**src/rtl/st_pkg.sv**
```systemverilog
// Shared definitions for the stencil command channel: command bit positions,
// terminator word, command word width and the sequencer state encoding.
package st_pkg;

    localparam int ST_W_CMD = 32;

    localparam int ST_INIT_SUM = 2;
    localparam int ST_CALC_SUM = 1;
    localparam int ST_HOT_SPOT = 0;

    localparam logic [7:0] ST_CMD_TERM = 8'hff;

    typedef enum logic [3:0] {
        ST_IDLE,
        ST_SIZE,
        ST_SIZE_GAP,
        ST_CMD,
        ST_CMD_GAP,
        ST_RWAIT,
        ST_RGAP,
        ST_RCAP,
        ST_TERM,
        ST_TERM_GAP
    } st_state_e;

endpackage

```
**src/rtl/st_cmd_pack.sv**
```systemverilog
// Combinational builder for one row-pass command word:
// bits [2:0] = {init_sum, calc_sum, hot_spot}, all upper bits zero.
module st_cmd_pack
    import st_pkg::*;
#(
    parameter int W_D   = ST_W_CMD,
    parameter int W_ROW = 16
) (
    input  logic [W_ROW-1:0] row_i,
    input  logic             calc_only_i,
    input  logic             hot_en_i,
    input  logic [W_ROW-1:0] hot_row_i,
    output logic [W_D-1:0]   cmd_o
);

    always_comb begin
        cmd_o              = '0;
        cmd_o[ST_INIT_SUM] = (row_i == '0);
        cmd_o[ST_CALC_SUM] = calc_only_i;
        cmd_o[ST_HOT_SPOT] = hot_en_i && (row_i == hot_row_i);
    end

endmodule

```
**src/rtl/st_cmd_sequencer.sv**
```systemverilog
// Host-side command sequencer for the stencil kernel: mesh size, one command per
// row with reply capture, then terminator. ST_CMD_SEQUENCER_TIMEOUT_EN adds a reply timeout.
module st_cmd_sequencer
    import st_pkg::*;
#(
    parameter int W_D   = ST_W_CMD,
    parameter int W_ROW = 16
`ifdef ST_CMD_SEQUENCER_TIMEOUT_EN
    ,
    parameter int TIMEOUT_CYCLES = 4096
`endif
) (
    input  logic             CLK,
    input  logic             RST,
    input  logic             start,
    input  logic [W_D-1:0]   cfg_mesh_size,
    input  logic [W_ROW-1:0] cfg_num_rows,
    input  logic             cfg_calc_only,
    input  logic             cfg_hot_en,
    input  logic [W_ROW-1:0] cfg_hot_row,
    output logic [W_D-1:0]   tx_d,
    output logic             tx_enq,
    input  logic             tx_full,
    input  logic [W_D-1:0]   rx_q,
    output logic             rx_deq,
    input  logic             rx_empty,
    output logic             busy,
    output logic             done,
    output logic [W_D-1:0]   last_sum,
    output logic [W_ROW-1:0] reply_count,
    output logic             err
);

    st_state_e        state_q, state_d;
    logic [W_ROW-1:0] row_q, row_d, rows_q, rows_d, hot_row_q, hot_row_d;
    logic [W_D-1:0]   mesh_q, mesh_d, tx_d_q, tx_d_d, last_sum_q, last_sum_d;
    logic [W_ROW-1:0] reply_count_q, reply_count_d;
    logic             calc_q, calc_d, hot_en_q, hot_en_d;
    logic             tx_enq_q, tx_enq_d, rx_deq_q, rx_deq_d;
    logic             done_q, done_d, busy_q, busy_d;
    logic [W_D-1:0]   cmd_word;
    logic [W_ROW-1:0] row_inc;

`ifdef ST_CMD_SEQUENCER_TIMEOUT_EN
    localparam int TW = $clog2(TIMEOUT_CYCLES + 1);
    logic [TW-1:0] tcnt_q, tcnt_d;
    logic          err_q, err_d;
`endif

    assign row_inc = row_q + 1'b1;

    st_cmd_pack #(.W_D(W_D), .W_ROW(W_ROW)) u_pack (
        .row_i       (row_q),
        .calc_only_i (calc_q),
        .hot_en_i    (hot_en_q),
        .hot_row_i   (hot_row_q),
        .cmd_o       (cmd_word)
    );

    always_comb begin
        state_d       = state_q;
        row_d         = row_q;
        rows_d        = rows_q;
        hot_row_d     = hot_row_q;
        mesh_d        = mesh_q;
        calc_d        = calc_q;
        hot_en_d      = hot_en_q;
        tx_d_d        = tx_d_q;
        last_sum_d    = last_sum_q;
        reply_count_d = reply_count_q;
        tx_enq_d      = 1'b0;
        rx_deq_d      = 1'b0;
        done_d        = 1'b0;
`ifdef ST_CMD_SEQUENCER_TIMEOUT_EN
        tcnt_d        = tcnt_q;
        err_d         = err_q;
`endif
        case (state_q)
            ST_IDLE: begin
                if (start) begin
                    mesh_d        = cfg_mesh_size;
                    rows_d        = cfg_num_rows;
                    calc_d        = cfg_calc_only;
                    hot_en_d      = cfg_hot_en;
                    hot_row_d     = cfg_hot_row;
                    row_d         = '0;
                    reply_count_d = '0;
                    last_sum_d    = '0;
`ifdef ST_CMD_SEQUENCER_TIMEOUT_EN
                    err_d         = 1'b0;
`endif
                    state_d       = ST_SIZE;
                end
            end
            ST_SIZE: begin
                tx_d_d = mesh_q;
                if (!tx_full) begin
                    tx_enq_d = 1'b1;
                    state_d  = ST_SIZE_GAP;
                end
            end
            // A zero-row run still sends the mesh size, then goes straight to the terminator.
            ST_SIZE_GAP: state_d = (rows_q == '0) ? ST_TERM : ST_CMD;
            ST_CMD: begin
                tx_d_d = cmd_word;
                if (!tx_full) begin
                    tx_enq_d = 1'b1;
                    state_d  = ST_CMD_GAP;
                end
            end
            ST_CMD_GAP: state_d = ST_RWAIT;
            ST_RWAIT: begin
                if (!rx_empty) begin
                    rx_deq_d = 1'b1;
                    state_d  = ST_RGAP;
                end
`ifdef ST_CMD_SEQUENCER_TIMEOUT_EN
                else if (tcnt_q == TW'(TIMEOUT_CYCLES - 1)) begin
                    err_d   = 1'b1;
                    state_d = ST_TERM;
                end else begin
                    tcnt_d = tcnt_q + 1'b1;
                end
`endif
            end
            ST_RGAP: state_d = ST_RCAP;
            ST_RCAP: begin
                last_sum_d    = rx_q;
                reply_count_d = reply_count_q + 1'b1;
                row_d         = row_inc;
                state_d       = (row_inc == rows_q) ? ST_TERM : ST_CMD;
            end
            // done is registered alongside the terminator strobe.
            ST_TERM: begin
                tx_d_d = W_D'(ST_CMD_TERM);
                if (!tx_full) begin
                    tx_enq_d = 1'b1;
                    done_d   = 1'b1;
                    state_d  = ST_TERM_GAP;
                end
            end
            ST_TERM_GAP: state_d = ST_IDLE;
            default:     state_d = ST_IDLE;
        endcase
        busy_d = (state_d != ST_IDLE);
`ifdef ST_CMD_SEQUENCER_TIMEOUT_EN
        if (state_d != ST_RWAIT) tcnt_d = '0;
`endif
    end

    always_ff @(posedge CLK) begin
        if (RST) begin
            state_q       <= ST_IDLE;
            row_q         <= '0;
            rows_q        <= '0;
            hot_row_q     <= '0;
            mesh_q        <= '0;
            calc_q        <= 1'b0;
            hot_en_q      <= 1'b0;
            tx_d_q        <= '0;
            last_sum_q    <= '0;
            reply_count_q <= '0;
            tx_enq_q      <= 1'b0;
            rx_deq_q      <= 1'b0;
            done_q        <= 1'b0;
            busy_q        <= 1'b0;
        end else begin
            state_q       <= state_d;
            row_q         <= row_d;
            rows_q        <= rows_d;
            hot_row_q     <= hot_row_d;
            mesh_q        <= mesh_d;
            calc_q        <= calc_d;
            hot_en_q      <= hot_en_d;
            tx_d_q        <= tx_d_d;
            last_sum_q    <= last_sum_d;
            reply_count_q <= reply_count_d;
            tx_enq_q      <= tx_enq_d;
            rx_deq_q      <= rx_deq_d;
            done_q        <= done_d;
            busy_q        <= busy_d;
        end
    end

`ifdef ST_CMD_SEQUENCER_TIMEOUT_EN
    always_ff @(posedge CLK) begin
        if (RST) begin
            tcnt_q <= '0;
            err_q  <= 1'b0;
        end else begin
            tcnt_q <= tcnt_d;
            err_q  <= err_d;
        end
    end
    assign err = err_q;
`else
    assign err = 1'b0;
`endif

    assign tx_d        = tx_d_q;
    assign tx_enq      = tx_enq_q;
    assign rx_deq      = rx_deq_q;
    assign busy        = busy_q;
    assign done        = done_q;
    assign last_sum    = last_sum_q;
    assign reply_count = reply_count_q;

endmodule

```
**config.mk**
```make
export PLATFORM = sky130hd
export DESIGN_NAME = st_cmd_sequencer
export DESIGN_NICKNAME = d
export VERILOG_FILES = /design/src/rtl/st_pkg.sv /design/src/rtl/st_cmd_pack.sv /design/src/rtl/st_cmd_sequencer.sv
export SDC_FILE = /design/constraint.sdc
export NUM_CORES = 1
export LEC_CHECK = 0
export ABC_AREA = 1
export CORE_UTILIZATION = 30
export DETAILED_ROUTE_END_ITERATION = 8
export PLACE_DENSITY = 0.56
export SYNTH_ARGS = -nofsm -noshare
export SYNTH_HDL_FRONTEND = slang
export SYNTH_SLANG_ARGS = --single-unit
```
**constraint.sdc**
```tcl
create_clock -name CLK -period 2.22 [get_ports CLK]
set_clock_uncertainty 0.15 [all_clocks]
set_input_delay 0.555 -clock CLK [delete_from_list [all_inputs] [get_ports CLK]]
set_output_delay 0.555 -clock CLK [all_outputs]
set_load 0.03 [all_outputs]
```
### Word-level counts from Yosys, hierarchy flattened

Index checks and enable logic that the tools add are counted.

| word-level totals | value |
|---|---|
| input bits | 103 |
| word-level logic and storage cells | 59 |
| register bits after elaboration | 170 |

| operators by class | value |
|---|---|
| equal/unequal tests | 11 |
| bitwise operators | 3 |
| add/sub/neg operators | 2 |
| reductions and logical operators | 13 |
| multiplexer cells | 16 |

Operator list:

| operator | count |
|---|---|
| one-hot mux 32 bit (3 select lines) | 1 |
| one-hot mux 16 bit (2 select lines) | 2 |
| one-hot mux 32 bit (2 select lines) | 1 |
| one-hot mux 4 bit (9 select lines) | 1 |
| adder 16 x 1 -> 16 bit (second input constant) | 2 |
| == test 16 bit | 2 |
| zero test 16 bit | 2 |
| 2-to-1 mux 32 bit | 1 |
| 2-to-1 mux 4 bit | 7 |
| == test 4 x 3 -> 1 bit (second input constant) | 4 |
| 2-to-1 mux 16 bit | 1 |
| == test 4 x 2 -> 1 bit (second input constant) | 2 |
| OR reduction 2 bit | 3 |
| == test 4 x 1 -> 1 bit (second input constant) | 1 |
| == test 4 bit (second input constant) | 1 |
| zero test 4 bit | 1 |
| AND reduction 2 bit | 2 |
| nonzero test 4 bit | 1 |
| NOT 1 bit | 3 |
| nonzero test 3 bit | 1 |
| OR reduction 3 bit | 1 |
| 2-to-1 mux 1 bit | 2 |
| inequality test 2 bit (second input constant) | 1 |
| nonzero test 2 bit | 1 |
| logical AND 1 bit | 1 |

### Logic depth before layout (Yosys ltp)

Gate-level depths: netlist of the first run.

| depth | value |
|---|---|
| word-level depth | 5 |
| depth in mapped cells | 15 |
| gate-level depth less buffers | 15 |

### Cells and area by module

From an unflattened synthesis of the first run, not the netlist that was laid out.

| unflattened totals | value |
|---|---|
| cells, all modules | 1109 |
| area, all modules | 7744.9 um^2 |

Modules (own cells, without submodules):

| module | instances | sequential area each (um^2) | cells each | area each (um^2) |
|---|---|---|---|---|
| st_cmd_sequencer | 1 | 3403.3 | 1004 | 7196.9 |
| st_cmd_pack | 1 | 0.0 | 105 | 548.0 |

### Worst setup path after synthesis of the first run

No wires, ideal clock.

| path | value |
|---|---|
| kind | flip-flop to flip-flop |
| start | register row_q[0] |
| end | register busy_q (netlist: busy) |
| path buffers | 0 |
| data arrival time | 1.703 ns |
| clock period less this slack | 1.980 ns |
| library setup time | 0.128 ns |
| data required time | 1.942 ns |
| stages on the path, launching flop included | 15 |
| setup slack | 0.240 ns |
| path through | dfxtp_1 ha_1 nand2_1 nor2_4 nand4_1 nand2_1 nand2_1 nand2_1 nand3_1 nor2_1 nand3_1 nand2_1 nand3_1 nor2_1 nor2_1 |

| on the way | value |
|---|---|
| cells in the longest elaborated chain, start to end | 5 |

RTL lines:

| what | line | text |
|---|---|---|
| start: declaration | st_cmd_sequencer.sv:35 | `logic [W_ROW-1:0] row_q, row_d, rows_q, rows_d, hot_row_q, hot_row_d;` |
| start signal: assignment | st_cmd_sequencer.sv:169 | `row_q <= row_d;` |
| adder 16 x 1 -> 16 bit | st_cmd_sequencer.sv:50 | `assign row_inc = row_q + 1'b1;` |
| == test 16 bit | st_cmd_sequencer.sv:131 | `state_d = (row_inc == rows_q) ? ST_TERM : ST_CMD;` |
| 2-to-1 mux 4 bit | st_cmd_sequencer.sv:131 |  |
| one-hot mux 4 bit (9 select lines) | st_cmd_sequencer.sv:78 | `case (state_q)` |
| nonzero test 4 bit | st_cmd_sequencer.sv:145 | `busy_d = (state_d != ST_IDLE);` |
| end signal: assignment | st_cmd_sequencer.sv:181 | `busy_q <= busy_d;` |
| end: declaration | st_cmd_sequencer.sv:40 | `logic done_q, done_d, busy_q, busy_d;` |

Every way passes these cells.
A chain may end at the register's enable or synchronous reset.

### Worst setup path after layout of the first run

| path | value |
|---|---|
| start | register tx_d_q[13] (netlist: tx_d[13]) |
| end | output tx_d[13] |

RTL lines:

| what | line | text |
|---|---|---|
| start: declaration | st_cmd_sequencer.sv:36 | `logic [W_D-1:0] mesh_q, mesh_d, tx_d_q, tx_d_d, last_sum_q, last_sum_d;` |
| start signal: assignment | st_cmd_sequencer.sv:175 | `tx_d_q <= tx_d_d;` |
| end: declaration | st_cmd_sequencer.sv:21 | `output logic [W_D-1:0] tx_d,` |

No word-level cell between the ends.

==> results of run 1 <==
==> placed cells by master, fill, tap and decap left out, types with 3 or more instances in the layout <==
cell               n
a211oi_1           4
a21oi_1          153
a221oi_1           6
buf_12             4
buf_4             45
clkbuf_16         17
clkdlybuf4s50_1  157
clkinv_8           4
dfxtp_1          159
dfxtp_2            9
dlygate4sd2_1     16
dlymetal6s2s_1    12
inv_1             81
inv_2              6
inv_6              5
nand2_1          310
nand2_2            8
nand2_4            3
nand3_1           55
nand4_1           16
nor2_1            35
nor2_2             7
nor2_4             7
nor3_1            10
nor4_1             5
o21ai_0           54
o22ai_1            8
xor2_1             6
==> kinds of logic (layout without fill, tap and decap cells) <==
kind of cell	Yosys count	count (layout)	synth area share (%)
adders and majority gates	3	3	0.5159
xor gates and xnor gates	8	8	0.9629
buffers and inverters	143	355	7.634
AOI/OAI and AO/OA	231	231	16.75
other	1	2	0.05153
and+or+nand+nor	465	465	27.32
DFF	170	170	46.77
==> state kept, by name, summed over array words and instances, names as in the netlist <==
signal	cells
mesh_q	32
row_q	16
hot_row_q	16
rows_q	16
reply_count	16
tx_enq	1
state_q	4
rx_deq	1
done	1
busy	1
calc_q	1
tx_d	32
last_sum	32
hot_en_q	1
==> final cells by class <==
type                            instances  area, sq um
Antenna cell                            1        2.502
Clock buffer                           18        429.2
Clock inverter                         14        155.1
Fill cell                            2471        13170
Inverter                               88        330.3
Multi-Input combinational cell        708         3415
Sequential cell                       170         3422
Tap cell                              319        399.1
Timing Repair Buffer                  235         2291
==> repair_timing <==
| action | CTS | global route |
|---|---|---|
| setup endpoints to repair | 16 | 16 |
| gates resized for setup | 16 | 44 |
| buffers inserted | 0 | 1 |
| pin swaps | 0 | 9 |
==> routing by layer <==
| layer | part of all wire (%) | vias up | track usage (%) |
|---|---|---|---|
| met2 | 48 | 155 | 30.31 |
| met5 | 0 | - | 0 |
| met3 | 5.7 | 15 | 5.064 |
| met1 | 45 | 3315 | 21.98 |
| li1 | - | 3746 | - |
| met4 | 1.0 | 0 | 4.669 |
==> path summary, 6_finish.rpt <==
kind / end / cells after the start
max reg2reg: busy / 14
min reg2reg: mesh_q[3] / 2
min: mesh_q[3] / 2
max: tx_d[13] / 1
==> metrics by stage <==
step	setup WS (ps)	area (sq um)	utilization, %	hold slack (ps)
after floorplan	239.6	7277	-	274.5
after global placement	-64.47	9743	41.26	286.8
after detailed placement	-70.57	9743	41.26	290.7
after CTS	15.09	10310	43.65	291.4
after global routing	-30.89	10440	44.22	287.0
final	58.98	10440	44.23	296.4
==> where the power goes <==
group          total [mW]  switching, mW  leakage (nW)  internal [mW]
logic                1.11          0.635          2.55          0.479
registers            3.29         0.0846          1.39           3.21
clock network        2.93           1.43         0.277           1.51
==> metrics.yaml, run 1 <==
synth:
  ys_top_cells_by_count: "nand2_1 (316), dfxtp_1 (170), a21oi_1 (153)"
  synth_nets: 1127
  synth_area_leaders: "dfxtp_1 (47%), nand2_1 (16%), a21oi_1 (11%)"
  ys_seq_area_share_pct: 46.77
  syn_inst: 1021
  yosysUniqueCellTypes: 38
  netlist_area_sq_um: 7277
  synth_area_per_cell_sq_um: 7.127
  ys_async_sr_fraction_pct: 0
  yosysTopAreaCellShare_pct: 46.77
  synth_edf_count: 0
  yosysTopAreaCell: "dfxtp_1"
  synth_ff_type: "dfxtp_1"
  yosys_register_bits: 170
  synth_most_common_cell: "nand2_1"
  ys_warn_count: 0
power:
  peakVddDrop_mv: 0.4000
  p_leak_nw: 4.216
  total_power_mw: 7.338
  powerDensity_nw_per_um2: 702.6
die:
  die_height_microns: 157.7
  dieArea_sq_um: 24880
  die_w_microns: 157.7
  std_cell_rows: 56
  core-area_sq_um: 23610
  start_util_pct: 30.82
  io_pins: 188
routing:
  drtIter0Drc: 311
  first_pass_iters: 4
  avgViaCountPerCell: 4.656
  via_count: 7231
  finalWirelength_microns: 21710
  wl_per_cell_microns: 13.98
  drc_errors: 0
  postRouteAntennaNets: 0
hold_path:
  worstHoldStart: "mesh_q[3]"
  hp-class: "flop to flop"
clocking:
  cts_sinks: 170
  ctsHoldBuffers: 0
  cts_tree: "yes"
  htreeDepth: 4
  cts_root_buffer: "clkbuf_16"
  cts_buffers: 17
  clk_pin_slew_ps: 70
  clock_latency_ps: 430
  clockBufferDepth: 2
setup_path:
  cp-start-kind: "flop"
  regToRegStartpoint: "row_q[1]"
  path_max_fanout: 2
  required_ps: 1510
  setup.worst_path.end_class: "output pin"
  crit_start: "tx_d[13]"
  slowest_stage: "clkdlybuf4s50_1"
  slowest_delay_ps: 700
  crit_chain: "clkdlybuf4s50_1"
  rrSetupSlack_ps: 120
  critPathKind: "flop to output pin"
  critical-path-top-delay-family: "buffers and inverters"
  cp_data_arrival_time_ps: 1460
  cp.buffers_inverters: 1
timing:
  fmax_mhz: 462.7
  rsz0062_at_grt: "true"
  setup_viol: 0
  layout_min_cycle_time_ps: 2161
  setup_tns_ps: 0
  final_max_slew_viol_count: 0
  period_share_pct: 97.34
  hold_viol_final: 0
global_route:
  grt_pass1_vias: 6867
  grt.overflow.total: 0
  grt_max_degree: 65
  groute.usage.overall_pct: 17.85
  grt_pass1_wl_microns: 34730
  antenna_found_initial: 1
cells_and_area:
  area_delta_synth_final_pct: 43.52
  layout.nets: 1326
  fin_cells: 1553
  layout-drive-gt1-share_pct: 10.79
place:
  hpwl_microns: 15680
  place_inst: 1519
  place_congestion: 0.9053
  port_buffers: 186
status:
  status: "complete, no violations"
flow_run:
  maxCapViolCount: 0
(Power assumes the default switching activity.)
==> run 2: changes to the inputs <==
--- a/config.mk
+++ b/config.mk
@@ -6,6 +6,7 @@
 export NUM_CORES = 1
 export LEC_CHECK = 0
 export ABC_AREA = 1
+export CORE_ASPECT_RATIO = 0.8
 export CORE_UTILIZATION = 30
 export DETAILED_ROUTE_END_ITERATION = 8
 export PLACE_DENSITY = 0.56
==> run 2 against run 1 <==
Clock power grew 3%; cell count shrank 0.77%; sequential power is essentially flat; sequential share of layout area grew 0.098 points.
==> metrics.yaml, run 2 (synthesis gave the netlist of run 1 again) <==
setup_path:
  crit_chain: "clkdlybuf4s50_1"
  path_max_fanout: 2  # unchanged
  cp.buffers_inverters: 1  # unchanged
  r2r_cells: 14  # unchanged
  regToRegStartpoint: "row_q[0]"
  critPathKind: "flop to output pin"
  slowest_stage: "clkdlybuf4s50_1"
  slowest_delay_ps: 680  # -20 ps
  crit_start: "last_sum[14]"
  r2r_end: "busy"
  cp_data_arrival_time_ps: 1470  # about the same
  cp-start-kind: "flop"
  critical-path-top-delay-family: "buffers and inverters"
  rrSetupSlack_ps: 100  # -20 ps
  required_ps: 1510  # about the same
  setup.worst_path.end_class: "output pin"
power:
  power.internal_mw: 5.353  # +3.1%
  total_power_mw: 7.414  # +1.0%
  swShare_pct: 27.80  # -1.5 points
  pwr-share-seq_pct: 44.4  # -0.4 points
  clockPowerShare_pct: 40.5  # +0.5 points
  p_leak_nw: 4.076  # -3.3%
  peakVddDrop_mv: 0.4585  # +15%
  combinationalPowerShare_pct: 15.0  # -0.2 points
  p_sw_mw: 2.061  # -4.0%
  powerDensity_nw_per_um2: 713.1  # +1.5%
clocking:
  cts_root_buffer: "clkbuf_16"
  htreeDepth: 4  # unchanged
  clockBufferDepth: 2  # unchanged
  cts_buffers: 17  # unchanged
  clk_pin_slew_ps: 70  # about the same
  cts_sinks: 170  # unchanged
  ctsHoldBuffers: 0  # unchanged
  clock_latency_ps: 420  # about the same
  cts_tree: "yes"
place:
  place_congestion: 0.9064  # +0.12%
  port_buffers: 186  # unchanged
  hpwl_microns: 16080  # +2.5%
  place_area_sq_um: 9682  # -0.63%
  place_inst: 1505  # -0.92%
  pre_cts_ws_ps: 23.18  # +93.75 ps
routing:
  via_count: 7185  # -0.64%
  drc_errors: 0  # unchanged
  finalWirelength_microns: 22700  # +4.5%
  wl_per_cell_microns: 14.73  # +5.4%
  drtIter0Drc: 321  # +3.2%
  avgViaCountPerCell: 4.663  # +0.14%
  first_pass_iters: 6  # +2
  postRouteAntennaNets: 0  # unchanged
timing:
  fmax_mhz: 460.3  # -0.53%
  setup_viol: 0  # unchanged
  layout_min_cycle_time_ps: 2173  # +11.51 ps
  postLayoutSetupSlackWorst_ps: 47.46  # -11.51 ps
  final_max_slew_viol_count: 0  # unchanged
  hold_viol_final: 0  # unchanged
  period_share_pct: 97.86  # +0.52 points
  timing.hold.ws_ps: 304.2  # +7.833 ps
  rsz0062_at_grt: "true"
  setup_tns_ps: 0  # unchanged
cells_and_area:
  layout_commonest_cell: "nand2_1"
  finalCoreUtilization_pct: 44.08  # -0.14 points
  final_cell_mix: "nand2_1 (311), clkdlybuf4s50_1 (168), dfxtp_1 (163)"
  area_delta_synth_final_pct: 42.88
  layout-drive-gt1-share_pct: 10.10  # -0.69 points
  fin_area_sq_um: 10400  # -0.44%
  fin_cells: 1541  # -0.77%
  layout.nets: 1321  # -0.38%
  nFillCells: 2411  # -2.4%
die:
  io_pins: 188  # unchanged
  die_height_microns: 141.3  # -10%
  core-area_sq_um: 23590  # -0.12%
  std_cell_rows: 50  # -11%
  dieArea_sq_um: 24890  # about the same
  start_util_pct: 30.85  # +0.036 points
  die_w_microns: 176.1  # +12%
status:
  status: "complete, no violations"
flow_run:
  maxCapViolCount: 0  # unchanged
global_route:
  grt-busiest-layer: "met2"
  grt_max_degree: 68  # +4.6%
  met2_usage_pct: 27.99  # -2.3 points
  grt_pass1_vias: 6889  # +0.32%
  use_met3_pct: 6.538  # +1.5 points
  groute.usage.overall_pct: 18.40  # +0.55 points
  antenna_found_initial: 1  # unchanged
  grtUsageMet1_pct: 24.87  # +2.9 points
  grt.overflow.total: 0  # unchanged
  grt_pass1_wl_microns: 36270  # +4.5%
hold_path:
  hp-class: "flop to flop"
  worstHoldStart: "mesh_q[7]"
  holdPathStages: 2  # unchanged
  hold_path_end: "mesh_q[7]"
-- run 2: repair_timing --
item,CTS,global route
pin swaps,0,14
setup endpoints to repair,11,10
buffers inserted,0,3
cloned,0,0
resized for setup,11,31
-- run 2: area by class of cell --
type                       count  area [sq um]  area share [%]
sequential                   170          3417           32.86
multi-input combinational    708          3412           32.82
timing repair buffer         230          2253           21.67
clock buffer                  17         425.4           4.091
tap                          312         390.4           3.754
inverter                      88         330.3           3.177
clock inverter                15         166.4           1.600
antenna                        1         2.502         0.02407
-- run 2: metal layers --
layer	up-vias	part of all wire [%]	routed length, microns
met5	-	0.057	13
met4	2	0.84	191
met3	15	7.7	1759
met2	180	43	9764
met1	3260	48	10970
li1	3728	-	-
-- run 2: worst max path at each step --
stage	end	cells after the start
2_1_floorplan	busy	14
3_3_place_gp	rows_q[4]	5
3_5_place_dp	busy	8
4_1_cts	reply_count[7]	1
5_1_grt	busy	14
6_report	last_sum[14]	1
-- run 2: power by group through the flow --
stage / combinational, mW / clock (mW) / sequential [mW]
4_1_cts: 1.12 / 3.08 / 3.30
2_1_floorplan: 0.548 / 0 / 3.40
3_5_place_dp: 1.12 / 0 / 3.36
5_1_grt: 1.23 / 3.21 / 3.31
6_report: 1.11 / 3.01 / 3.29
3_3_place_gp: 1.11 / 0 / 3.36
==> run 3: changes to the inputs <==
--- a/config.mk
+++ b/config.mk
@@ -7,8 +7,10 @@
 export LEC_CHECK = 0
 export ABC_AREA = 1
 export CORE_ASPECT_RATIO = 0.8
+export CORE_MARGIN = 5
 export CORE_UTILIZATION = 30
 export DETAILED_ROUTE_END_ITERATION = 8
+export GPL_TIMING_DRIVEN = 0
 export PLACE_DENSITY = 0.56
 export SYNTH_ARGS = -nofsm -noshare
 export SYNTH_HDL_FRONTEND = slang
==> run 3 against run 2 <==
Worst setup slack worse by 11 ps; wire length up 11%; register-to-register slack worse by 60 ps; clock-buffer cell count up 1; worst hold slack better by 2.2 ps; combinational power up 5%; cell count up 1.8%; global-route usage down 0.49 points.
==> metrics.yaml, run 3 (synthesis gave the netlist of run 1 again) <==
place:
  hpwl_microns: 18800  # +17%
  place_area_sq_um: 9537  # -1.5%
  port_buffers: 186  # unchanged
  place_congestion: 0.8651  # -4.6%
timing:
  rsz0062_at_grt: "true"
  setup_viol: 0  # unchanged
  hold_viol_final: 0  # unchanged
  slew-limit-headroom_pct: 52.81
  timing.hold.ws_ps: 306.4  # +2.222 ps
  fmax_mhz: 458.1  # -0.49%
  layout_min_cycle_time_ps: 2183  # +10.62 ps
  period_share_pct: 98.34  # +0.48 points
  worstMarginPinSlew_ps: 707.8
  final_max_slew_viol_count: 0  # unchanged
global_route:
  met2_usage_pct: 26.79  # -1.2 points
  grtUsageMet1_pct: 25.28  # +0.41 points
  grt-busiest-layer: "met2"
  grt_pass1_wl_microns: 38510  # +6.2%
  grt_max_degree: 17  # -75%
  use_met3_pct: 6.095  # -0.44 points
  antenna_found_initial: 1  # unchanged
  grt.overflow.total: 0  # unchanged
  groute.usage.overall_pct: 17.91  # -0.49 points
  grt_pass1_vias: 7031  # +2.1%
power:
  powerDensity_nw_per_um2: 740.5  # +3.8%
  peakVddDrop_mv: 0.3764  # -18%
  p_leak_nw: 4.239  # +4.0%
  total_power_mw: 7.762  # +4.7%
cells_and_area:
  layout-drive-gt1-share_pct: 10.24  # +0.14 points
  antenna_cells_inserted: 0  # -1
  area_delta_synth_final_pct: 44.03
  final_cell_mix: "nand2_1 (310), dfxtp_1 (165), clkdlybuf4s50_1 (158)"
  layout_commonest_cell: "nand2_1"
  layout.nets: 1343  # +1.7%
  fin_area_sq_um: 10480  # +0.81%
die:
  die_height_microns: 149.3  # +5.7%
  die_w_microns: 184.1  # +4.5%
  core-area_sq_um: 24120  # +2.3%
  io_pins: 188  # unchanged
  dieArea_sq_um: 27490  # +10%
  std_cell_rows: 51  # +2.0%
  start_util_pct: 30.17  # -0.69 points
routing:
  postRouteAntennaNets: 0  # unchanged
  first_pass_iters: 5  # -1
  avgViaCountPerCell: 4.688  # +0.53%
  via_count: 7350  # +2.3%
  drtIter0Drc: 441  # +37%
  finalWirelength_microns: 25160  # +11%
  wl_per_cell_microns: 16.05  # +8.9%
  drc_errors: 0  # unchanged
status:
  status: "complete, no violations"
setup_path:
  cp_data_arrival_time_ps: 2340  # +870 ps
  rrSetupSlack_ps: 40  # -60 ps
  setup.worst_path.end_class: "flop"
  cp-start-kind: "flop"
  required_ps: 2380  # +870 ps
  critPathKind: "flop to flop"
  path_max_fanout: 8  # +6
clocking:
  clockBufferDepth: 2  # unchanged
  clock_latency_ps: 430  # about the same
  cts_buffers: 17  # unchanged
  clk_pin_slew_ps: 70  # about the same
  cts_tree: "yes"
  cts_root_buffer: "clkbuf_16"
  cts_sinks: 170  # unchanged
  htreeDepth: 4  # unchanged
hold_path:
  hp-class: "flop to flop"
flow_run:
  maxCapViolCount: 0  # unchanged
[run 3: cell types whose count changed in the layout (fill, tap and decap cells not counted), moves of 5 or more]
cell	before	now
buf_12	5	0
buf_2	0	9
buf_4	40	13
clkbuf_1	0	26
clkbuf_2	0	16
clkdlybuf4s50_1	168	158
dlymetal6s2s_1	6	13
nand3_1	53	47
nand3_2	3	10
[run 3: repair_timing]
item,in CTS,in global routing
hold buffers,0,0
endpoints found under the setup margin,153,98
gates cloned,0,0
pin swaps,6,17
buffers inserted,2,9
gates resized for setup,38,61
[run 3: cell type report]
cell class	count	area [sq um]
multi-input combinational	708	3475
clock buffer	18	439.2
timing repair buffer	197	1958
inverter	88	330.3
sequential	170	3415
clock inverter	14	214.0
buffer	55	252.7
tap	318	397.9
fill	2525	13640
[run 3: worst paths after layout]
kind / from / to / cells past startpoint
max reg2reg: row_q[2] / busy / 14
max: row_q[2] / busy / 14
min: mesh_q[5] / mesh_q[5] / 2
min reg2reg: mesh_q[5] / mesh_q[5] / 2
[run 3: worst max-delay path, stage by stage, from the launching register on]
cell and delay (ps):
dfxtp_1 330, buf_6 140, nand2_1 90, nor2_4 270, nand4_1 170, nand2_1 120, nand2_1 50, nand2_1 60
nand2_1 90, nor2_2 150, nand3_2 110, nand2_2 90, nand3_2 70, nor2_2 120, nor2_1 40
[run 3: where the power goes]
part / leakage [nW] / internal, mW / total (mW) / switching (mW)
Combinational: 2.54 / 0.453 / 1.16 / 0.707
Clock: 0.314 / 1.94 / 3.31 / 1.37
Sequential: 1.39 / 3.21 / 3.29 / 0.0832
[run 3: per-stage QoR]
stage | worst slack, ps | util, % | setup TNS [ps] | cells
after global placement | -925.1 | 39.54 | -81720 | 1525
after floorplan | 239.6 | - | 0 | 1021
after detailed placement | -935.8 | 39.54 | -81460 | 1525
final | 36.84 | 43.45 | 0 | 1568
after CTS | 4.668 | 42.46 | 0 | 1559
after global routing | -93.08 | 43.45 | -110.8 | 1568
[run 3: layer usage]
layer / vias up / wire [microns]
met5: - / 20
met4: 2 / 160
met3: 13 / 2071
met2: 214 / 10680
met1: 3347 / 12230
li1: 3774 / -
